## config.mk

```make
export PLATFORM = sky130hd
export DESIGN_NAME = microwave_timer
export DESIGN_NICKNAME = d
export VERILOG_FILES = /design/src/rtl/timer_pkg.sv /design/src/rtl/mmss_dec.sv /design/src/rtl/microwave_timer.sv
export SDC_FILE = /design/constraint.sdc
export NUM_CORES = 1
export LEC_CHECK = 0
export CAP_MARGIN = 30
export CORE_ASPECT_RATIO = 1.1
export CORE_MARGIN = 2
export CORE_UTILIZATION = 60
export CTS_CLUSTER_DIAMETER = 200
export CTS_CLUSTER_SIZE = 14
export DETAILED_ROUTE_END_ITERATION = 12
export DONT_BUFFER_PORTS = 1
export PLACE_DENSITY = 0.74
export SLEW_MARGIN = 20
export SYNTH_ARGS = -nofsm -noshare
export SYNTH_HDL_FRONTEND = slang
export SYNTH_SLANG_ARGS = --single-unit
```

## constraint.sdc

```tcl
create_clock -name clk -period 3 [get_ports clk]
set_clock_uncertainty 0.2 [all_clocks]
set_input_delay 0.45 -clock clk [delete_from_list [all_inputs] [get_ports clk]]
set_output_delay 0.45 -clock clk [all_outputs]
set_load 0.02 [all_outputs]
```

## src/rtl/timer_pkg.sv

```systemverilog
// Shared types and constants for the microwave countdown timer.
// Pure declarations; no clocked logic, so no latency or flow control applies.
package timer_pkg;

   localparam int DIGIT_W = 4;

   typedef logic [DIGIT_W-1:0] digit_t;

   localparam digit_t BCD_MAX       = 4'd9;
   localparam digit_t SEC_TENS_WRAP = 4'd5;

   typedef enum logic [1:0] {
      IDLE  = 2'd0,
      RUN   = 2'd1,
      PAUSE = 2'd2,
      DONE  = 2'd3
   } state_t;

   typedef struct packed {
      digit_t min_tens;
      digit_t min_units;
      digit_t sec_tens;
      digit_t sec_units;
   } mmss_t;

   function automatic logic is_zero(input mmss_t t);
      return (t == '0);
   endfunction

endpackage

```

## src/rtl/mmss_dec.sv

```systemverilog
// Combinational MM:SS BCD decrement with borrow, plus a zero flag on the result.
// Zero latency; an all-zero input yields all-zero rather than wrapping to 99:59.
module mmss_dec
   import timer_pkg::*;
(
   input  mmss_t cur,
   output mmss_t nxt,
   output logic  zero
);

   always_comb begin
      nxt = cur;
      if (is_zero(cur)) begin
         nxt = '0;
      end else if (cur.sec_units != digit_t'(0)) begin
         nxt.sec_units = cur.sec_units - digit_t'(1);
      end else begin
         nxt.sec_units = BCD_MAX;
         // Seconds tens above 5 (e.g. 99 entered) simply count down; wrap only from 0.
         if (cur.sec_tens != digit_t'(0)) begin
            nxt.sec_tens = cur.sec_tens - digit_t'(1);
         end else begin
            nxt.sec_tens = SEC_TENS_WRAP;
            if (cur.min_units != digit_t'(0)) begin
               nxt.min_units = cur.min_units - digit_t'(1);
            end else begin
               nxt.min_units = BCD_MAX;
               nxt.min_tens  = cur.min_tens - digit_t'(1);
            end
         end
      end
      zero = is_zero(nxt);
   end

endmodule

```

## src/rtl/microwave_timer.sv

```systemverilog
// Microwave MM:SS keypad-loaded countdown timer with IDLE/RUN/PAUSE/DONE control.
// Events act on the edge where they are first sampled; outputs registered; no backpressure.
module microwave_timer
   import timer_pkg::*;
(
   input  logic         clk,
   input  logic         clearn,
   input  logic [3:0]   D,
   input  logic         loadn,
   input  logic         pgt_1hz,
   input  logic         startn,
   input  logic         stopn,
   input  logic         door_closed,
   output logic [3:0]   min_tens,
   output logic [3:0]   min_units,
   output logic [3:0]   sec_tens,
   output logic [3:0]   sec_units,
   output logic         running,
   output logic         done
);

   logic   prev_loadn;
   logic   prev_startn;
   logic   prev_stopn;
   logic   prev_tick;
   state_t state;
   mmss_t  cnt;
   mmss_t  cnt_dec;
   logic   dec_zero;

   logic   load_ev;
   logic   start_ev;
   logic   stop_ev;
   logic   tick_ev;
   logic   key_ok;

   assign load_ev  = prev_loadn  & ~loadn;
   assign start_ev = prev_startn & ~startn;
   assign stop_ev  = prev_stopn  & ~stopn;
   assign tick_ev  = ~prev_tick  & pgt_1hz;
   assign key_ok   = (D <= BCD_MAX);

   mmss_dec u_dec (
      .cur  (cnt),
      .nxt  (cnt_dec),
      .zero (dec_zero)
   );

   assign min_tens  = cnt.min_tens;
   assign min_units = cnt.min_units;
   assign sec_tens  = cnt.sec_tens;
   assign sec_units = cnt.sec_units;

   always_ff @(posedge clk) begin
      if (!clearn) begin
         // Previous values start at the idle level so nothing fires right after reset.
         prev_loadn  <= 1'b1;
         prev_startn <= 1'b1;
         prev_stopn  <= 1'b1;
         prev_tick   <= 1'b1;
         state       <= IDLE;
         cnt         <= '0;
         running     <= 1'b0;
         done        <= 1'b0;
      end else begin
         prev_loadn  <= loadn;
         prev_startn <= startn;
         prev_stopn  <= stopn;
         prev_tick   <= pgt_1hz;

         case (state)
            IDLE: begin
               if (stop_ev) begin
                  state <= IDLE;
               end else if (start_ev && door_closed && !is_zero(cnt)) begin
                  state   <= RUN;
                  running <= 1'b1;
               end else if (load_ev && key_ok) begin
                  cnt <= '{cnt.min_units, cnt.sec_tens, cnt.sec_units, D};
               end
            end

            RUN: begin
               if (stop_ev || !door_closed) begin
                  state   <= PAUSE;
                  running <= 1'b0;
               end else if (tick_ev) begin
                  cnt <= cnt_dec;
                  if (dec_zero) begin
                     state   <= DONE;
                     running <= 1'b0;
                     done    <= 1'b1;
                  end
               end
            end

            PAUSE: begin
               if (stop_ev) begin
                  cnt   <= '0;
                  state <= IDLE;
               end else if (start_ev && door_closed) begin
                  state   <= RUN;
                  running <= 1'b1;
               end
            end

            DONE: begin
               if (stop_ev || !door_closed || start_ev) begin
                  state <= IDLE;
                  done  <= 1'b0;
               end else if (load_ev && key_ok) begin
                  cnt   <= '{4'd0, 4'd0, 4'd0, D};
                  state <= IDLE;
                  done  <= 1'b0;
               end
            end

            default: begin
               state   <= IDLE;
               running <= 1'b0;
               done    <= 1'b0;
            end
         endcase
      end
   end

endmodule
```

# After elaboration in Yosys (flattened, before gate mapping)
# Index checks and enable logic that the tools add are counted.
dict set report totals {
  regBits 24
  out_inout_bits 18
  elab_cells 103
}
dict set report op_classes {
  n_addsub 4
  n_lt_le_gt_ge 1
  n_eq_ne 20
  muxes 40
  bitwise_logic 8
  reduce_logical 19
}
# op count
set op_table {}
lappend op_table {{16-bit two-way mux} 9}
lappend op_table {{16-bit case mux with 4 select lines} 1}
lappend op_table {{16-bit logical NOT} 2}
lappend op_table {{2-bit inequality test (second input constant)} 12}
lappend op_table {{2-bit two-way mux} 9}
lappend op_table {{4-bit two-way mux} 4}
lappend op_table {{4-bit by 1-bit subtractor with 4-bit output (second input constant)} 4}
lappend op_table {{3-bit inequality test (second input constant)} 5}
lappend op_table {{1-bit two-way mux} 12}
lappend op_table {{12-bit two-way mux} 1}
lappend op_table {{4-bit nonzero test} 3}
lappend op_table {{5-bit AND reduction} 2}
lappend op_table {{8-bit two-way mux} 1}
lappend op_table {{2-bit case mux with 4 select lines} 1}
lappend op_table {{8-bit AND reduction} 1}
lappend op_table {{7-bit AND reduction} 1}
lappend op_table {{1-bit bitwise AND} 4}
lappend op_table {{2-bit equality test (second input constant)} 2}
lappend op_table {{4-bit <= comparator (second input constant)} 1}
lappend op_table {{1-bit NOT} 4}
lappend op_table {{1-bit logical AND} 3}
lappend op_table {{1-bit case mux with 3 select lines} 1}
lappend op_table {{3-bit nonzero test} 1}
lappend op_table {{2-bit by 1-bit equality test with 1-bit output (second input constant)} 1}
lappend op_table {{other kinds (5)} 7}

# Depth between registers and ports, before layout
# Gate-level depths: netlist (run 1).
dict set report logic_depth {
  ltp_word 10
  ltp_mapped 9
  ltp_nobuf 7
}

# Cells and area by module
# A second synthesis (run 1) with hierarchy kept.
dict set report hier_totals {
  hier_cells 223
  hier_area_um2 1875.5
}
# module instances cells_each area_each_um2 seq_area_each_um2
set by_module_without_submodules {}
lappend by_module_without_submodules {microwave_timer 1 152 1346.3 480.5}
lappend by_module_without_submodules {mmss_dec 1 71 529.3 0.0}

# Worst setup path after synthesis (run 1)
# OpenSTA, ideal clock, no wires.
dict set report synth_timing {
  path_type {register -> register}
  startpoint {reg cnt, in the netlist min_units[0]}
  endpoint {reg cnt, in the netlist sec_tens[0]}
  setup_time_ns 0.132
  arrival_time_ns 1.975
  path_slack_ns 0.693
  stages_incl_launch_ff 10
  path_buffers 2
  synth_period_minus_slack_ns 2.307
  cell_sequence {dfxtp_1 > inv_1 > ha_1 > nor3b_4 > nand4_4 > a31oi_4 > or2_1 > buf_6 > buf_12 > o32ai_1}
}
dict set report synth_between {
  elab_chain_len 5
}
# item line
set synth_lines {}
lappend synth_lines {{start, declared} microwave_timer.sv:27} ;# mmss_t cnt;
lappend synth_lines {{start signal, assigned} microwave_timer.sv:79} ;# cnt <= '{cnt.min_units, cnt.sec_tens, cnt.sec_units, D};
lappend synth_lines {{start signal, assigned} microwave_timer.sv:88} ;# cnt <= cnt_dec;
lappend synth_lines {{start signal, assigned} microwave_timer.sv:112} ;# cnt <= '{4'd0, 4'd0, 4'd0, D};
lappend synth_lines {{16-bit logical NOT (*)} timer_pkg.sv:27} ;# return (t == '0);
lappend synth_lines {{16-bit two-way mux or 1-bit logical NOT (tied branches)} {mmss_dec.sv:13, microwave_timer.sv:75}}
lappend synth_lines {{16-bit two-way mux or 1-bit logical AND (tied branches)} {microwave_timer.sv:87, microwave_timer.sv:75}}
lappend synth_lines {{16-bit two-way mux or 2-bit inequality test (tied branches)} -}
lappend synth_lines {{16-bit case mux with 4 select lines or 8-bit AND reduction (tied branches)} -}
# Mark *: on every way between the ends. The rest lies on a longest branch, timed or not. The select of a mux whose other input is x is not followed.
# A chain may end at the register's enable or synchronous reset.

# Worst setup path in the final report (run 1)
dict set report layout_timing {
  startpoint {reg cnt, in the netlist sec_tens[0]}
  endpoint {reg cnt, in the netlist min_tens[1]}
}
dict set report layout_between {
  elab_chain_len 7
}
# item line
set layout_lines {}
lappend layout_lines {{4-bit nonzero test} mmss_dec.sv:20} ;# if (cur.sec_tens != digit_t'(0)) begin
lappend layout_lines {{8-bit two-way mux} mmss_dec.sv:20}
lappend layout_lines {{12-bit two-way mux} mmss_dec.sv:15} ;# end else if (cur.sec_units != digit_t'(0)) begin
lappend layout_lines {{16-bit two-way mux} mmss_dec.sv:13} ;# if (is_zero(cur)) begin
lappend layout_lines {{16-bit two-way mux} microwave_timer.sv:87} ;# end else if (tick_ev) begin
lappend layout_lines {{16-bit two-way mux} microwave_timer.sv:84} ;# if (stop_ev || !door_closed) begin
lappend layout_lines {{16-bit case mux with 4 select lines} microwave_timer.sv:71} ;# case (state)
# Parallel ways exist; a longest one is shown, timed or not. The select of a mux whose other input is x is not followed.

==> impl_metrics.ini, run 1 <==
[global_routing]
grt_pass1_vias = 1868
grt_pass1_wl_um = 9010
antenna_found_initial = 0
grt_max_degree = 17
grt_use_total_pct = 31.0
grt_remaining_overflow = 0

[timing]
tightestPinTransition_ns = 0.578
slew_viol_final = 0
fin_hold_ws_ns = 0.0223
setup_viol = 0
finalSetupTns_ns = 0
relSlewSlack_pct = 61.4
rsz0062_at_grt = false
period_needed_ns = 2.55
postLayoutSetupSlackWorst_ns = 0.448
final.period_utilization_pct = 85.1
fmax_mhz = 392
hold_viol = 0

[route]
via_per_inst = 6.94
vias = 1936
first_pass_iters = 5
wl_per_cell_um = 19.6
drtIter0Drc = 141
detail_route.drc_violations = 0
drt.antenna.violating_nets = 0
wl_um = 5470

[setup_path]
cp_num_buf_inv = 2
cp_data_required_time_ns = 3.02
r2r-start = sec_tens[0]
slowest_stage = dfxtp_1
path_max_fanout = 13
crit_family = simple AND/OR/NAND/NOR gates
worstPathCellList = inv_1 -> ha_1 -> nor3b_4 -> nand4_4 -> a31oi_4 -> or2_1 -> buf_4 -> a311oi_1
cp-end-kind = flip-flop
startpoint_type = flip-flop
path_class = flip-flop to flip-flop
cpPeakStageDelay_ns = 0.45
critPathArrivalTime_ns = 2.57
cp-startpoint = sec_tens[0]

[job]
drv_cap = 0

[worst_hold_path]
hold_path.class = input pin to flip-flop
worstHoldStart = clearn

[yosys]
ys_async_sr_fraction_pct = 0
yosys.cell_count.top_type = nand2_1
yosys.area.top_type = dfxtp_1
synth.distinct_cells = 64
yosysWarnings = 0
seq_area_frac_synth_pct = 23.9
yosysTopAreaCellShare_pct = 23.9
yosys-top-cells-area = dfxtp_1 (24%), nand2_1 (4.9%), ha_1 (3.7%)
syn_area_per_cell_sq_um = 8.20
ys.flop_type = dfxtp_1
synth_edf_count = 0
ys_seq_elements = 24
synth.net_count = 262
synth_area_sq_um = 2010
syn_inst = 245
synthTopCellsByCount = nand2_1 (26), dfxtp_1 (24), inv_1 (11), nor3_1 (11)

[cells_and_area]
final_cell_area_sq_um = 2080
drive_above_1_share_pct = 13.2
syn2layout_area_growth_pct = 3.49
nets = 261
nFillCells = 296
antenna_cells = 0

[floorplanning]
rows = 22
dieArea_sq_um = 3830
die-height_um = 64.7
pin_count = 29
die_w_um = 59.2
initial_core_util_pct = 61.3
core_sq_um = 3280

[place]
io_buffers = 0
hpwl_um = 3840
placed_area_sq_um = 1980
place_ws_ns = 0.486
gp_congestion = 0.953

[power]
p_total_mw = 1.17
p_per_area_nw_per_um2 = 565
ir_drop_mv = 0.365
p_leak_nw = 0.753

[run_status]
outcome = complete, no violations

[clock_tree]
hold_buffers = 3
cts_tree = yes
cts_root_buf = clkbuf_4
cts_setup_buffers = 0
clk_transition_reported_paths_ns = 0.15
cts.sinks = 24
cts_htree_levels = 1
clk-insertion-delay-late_ns = 0.33
cts_resized = 0
clk_path_buf_depth = 2
cts_inserted_buffers = 3
## cell families (layout without fill, tap and decap cells)
family	count (synthesis)	in the layout	synth area share, %
buffers and inverters	33	31	9.84
DFF	24	24	23.9
and+or+nand+nor	99	99	29.8
adders and majority gates	6	6	3.74
muxes	2	2	1.06
AOI/OAI and AO/OA	78	78	30.4
xor gates and xnor gates	3	3	1.31
## worst paths after layout
path / to / slack, ns / cells past startpoint
worst min register to register: done / 0.42 / 2
worst max register to register: min_tens[1] / 0.45 / 8
worst min-delay path: min_units[0] / 0.02 / 2
worst max-delay path: min_tens[1] / 0.45 / 8
## cell type report
class / instances / area [sq um] / area share, %
clock buffer: 3 / 22.5 / 1.08
multi-input combinational: 188 / 1330 / 64.0
sequential: 24 / 480 / 23.1
timing repair buffer: 15 / 125 / 6.02
inverter: 12 / 45.0 / 2.17
clock inverter: 1 / 30.0 / 1.44
tap: 36 / 45.0 / 2.17
## cells in the final DEF, fill, tap and decap left out, types with 5 or more instances in the layout
cell type,n
nand3_1,7
ha_1,6
nand2b_1,8
inv_1,11
buf_4,10
dlygate4sd3_1,5
nand2_1,26
o31ai_1,8
o21ai_0,10
nand4_1,5
a21oi_1,9
nor3_1,11
nor2_1,10
o221ai_1,6
dfxtp_1,24
## sequential cells by signal, summed over array words and instances, names as in the netlist
name and count:
done 1, prev_tick 1, sec_units 4, state 2, prev_stopn 1, min_tens 4
sec_tens 4, prev_loadn 1, running 1, prev_startn 1, min_units 4
## through the flow
stage               util [%]  std cells
floorplan                  -        245
global placement        60.4        270
detailed placement      60.4        270
CTS                     62.9        277
global route            63.5        279
finish                  63.5        279
## per-layer routing
metal / track usage (%) / part of all wire (%) / wire length [um] / vias up
met5: 0 / 0 / 0 / -
met4: 15.3 / 3.1 / 168 / 0
met3: 4.59 / 7.9 / 434 / 16
met2: 48.6 / 47 / 2560 / 94
met1: 40.8 / 42 / 2310 / 899
li1: - / - / - / 927
## power breakdown
group | switching, mW | internal (mW) | leakage [nW]
clock | 0.111 | 0.135 | 0.0279
sequential | 0.0625 | 0.342 | 0.196
combinational | 0.306 | 0.218 | 0.529
total | 0.479 | 0.696 | 0.753
Power figures use the tool's default switching activity.
==> inputs of run 2 (changes only) <==
--- a/config.mk
+++ b/config.mk
@@ -5,6 +5,7 @@
 export SDC_FILE = /design/constraint.sdc
 export NUM_CORES = 1
 export LEC_CHECK = 0
+export ABC_CLOCK_PERIOD_IN_PS = 3000
 export CAP_MARGIN = 30
 export CORE_ASPECT_RATIO = 1.1
 export CORE_MARGIN = 2
@@ -13,6 +14,7 @@
 export CTS_CLUSTER_SIZE = 14
 export DETAILED_ROUTE_END_ITERATION = 12
 export DONT_BUFFER_PORTS = 1
+export MAX_ROUTING_LAYER = met4
 export PLACE_DENSITY = 0.74
 export SLEW_MARGIN = 20
 export SYNTH_ARGS = -nofsm -noshare
==> constraint.sdc (replaced) <==
create_clock -name clk -period 3 [get_ports clk]
set_clock_uncertainty 0.2 [all_clocks]
set_input_delay 0.45 -clock clk [delete_from_list [all_inputs] [get_ports clk]]
set_output_delay 0.45 -clock clk [all_outputs]
set_load 0.05 [all_outputs]
==> impl_metrics.ini, run 2 (synthesized netlist as in run 1, its figures left out) <==
[clock_tree]
cts.sinks = 24
cts_root_buf = clkbuf_4
cts_htree_levels = 1
cts_inserted_buffers = 3
clk_transition_reported_paths_ns = 0.14
cts_setup_buffers = 0
clk-insertion-delay-late_ns = 0.33
clk_path_buf_depth = 2
cts_tree = yes

[place]
io_buffers = 0
hpwl_um = 4650
gp_congestion = 0.962
dp.cells = 285
placed_area_sq_um = 2090

[route]
detail_route.drc_violations = 0
drt.antenna.violating_nets = 0
wl_um = 6120
vias = 2032
first_pass_iters = 5
drtIter0Drc = 159
wl_per_cell_um = 21.2
via_per_inst = 7.03

[setup_path]
cp_data_required_time_ns = 3.04
path_max_fanout = 6
cp-end-kind = flip-flop
startpoint_type = flip-flop
rrSetupSlack_ns = 0.45
path_class = flip-flop to flip-flop
critPathArrivalTime_ns = 2.58

[timing]
fmax_mhz = 393
rsz0062_at_grt = false
slew_viol_final = 0
hold_viol = 0
setup_viol = 0
tightestPinTransition_ns = 0.659
period_needed_ns = 2.55
finalSetupTns_ns = 0
relSlewSlack_pct = 56.0
final.period_utilization_pct = 84.9

[power]
p_leak_nw = 0.804
p_total_mw = 1.17
ir_drop_mv = 0.354
p_per_area_nw_per_um2 = 550

[global_routing]
grt_use_total_pct = 35.7
grt_max_degree = 19
grt_remaining_overflow = 0
antenna_found_initial = 0
grt_pass1_vias = 2012
grt_pass1_wl_um = 9980

[cells_and_area]
nets = 272
syn2layout_area_growth_pct = 5.60
final_cell_area_sq_um = 2120
antenna_cells = 0
drive_above_1_share_pct = 18.2
layout_commonest_cell = nand2_1
mostFrequentLayoutCells = nand2_1 (26), buf_4 (25), dfxtp_1 (24), inv_1 (11), nor3_1 (11)
instances_no_fill = 289

[floorplanning]
die-height_um = 64.7
rows = 22
dieArea_sq_um = 3830
pin_count = 29
initial_core_util_pct = 61.3
core_sq_um = 3280
die_w_um = 59.2

[run_status]
outcome = complete, no violations

[job]
drv_cap = 0

[worst_hold_path]
hold_path.class = input pin to flip-flop
[run 2: changes by cell type in the layout (fill, tap and decap cells not counted), sizes merged]
cell,before,now
dlygate4sd3,5,1
bufinv,1,0
buf,10,25
[run 2: worst paths after layout]
kind	cells past startpoint	endpoint	startpoint
max	8	state[1]	sec_units[0]
min	1	prev_tick	pgt_1hz
max reg2reg	8	state[1]	sec_units[0]
min reg2reg	2	sec_tens[1]	sec_tens[1]
[run 2: routing by layer]
metal  vias to the layer above  wire, um  global-route usage [%]
met4                         0       182                    17.6
met5                         -         0                       -
met2                       115      3000                    56.5
met1                       954      2480                    44.2
li1                        944         -                       -
met3                        19       450                    4.79
[run 2: what timing repair did]
item                      in CTS  in global routing
resized for setup              0                  0
hold buffers                   1                  0
hold endpoints to repair       4                  0
[run 2: critical path: stages (launching register included)]
cell and delay (ns):
dfxtp_1 0.33, inv_1 0.07, ha_1 0.22, nor3b_2 0.49, buf_4 0.25, nand3_1 0.17
o21ai_0 0.18, nand4_1 0.22, o32ai_1 0.34
[run 2: area by class of cell]
cell class / instances / area (sq um)
Multi-Input combinational cell: 188 / 1330
Fill cell: 308 / 1150
Sequential cell: 24 / 480
Timing Repair Buffer: 26 / 198
Inverter: 12 / 45.0
Tap cell: 36 / 45.0
Clock buffer: 3 / 22.5
[run 2: report_power, final]
| group | internal [mW] | leakage, nW | total [mW] | switching, mW |
|---|---|---|---|---|
| Combinational | 0.240 | 0.594 | 0.643 | 0.403 |
| Sequential | 0.342 | 0.196 | 0.372 | 0.0297 |
| Clock | 0.0471 | 0.0138 | 0.153 | 0.106 |
[run 2: metrics by stage]
stage                     hold slack [ns]  setup WS [ns]  util (%)
after floorplan                     0.346          0.469         -
after global placement              0.320          0.558      63.8
after detailed placement            0.325          0.523      63.8
after CTS                          0.0141          0.497      64.8
after global routing              0.00379          0.224      64.8
final                              0.0127          0.453      64.8
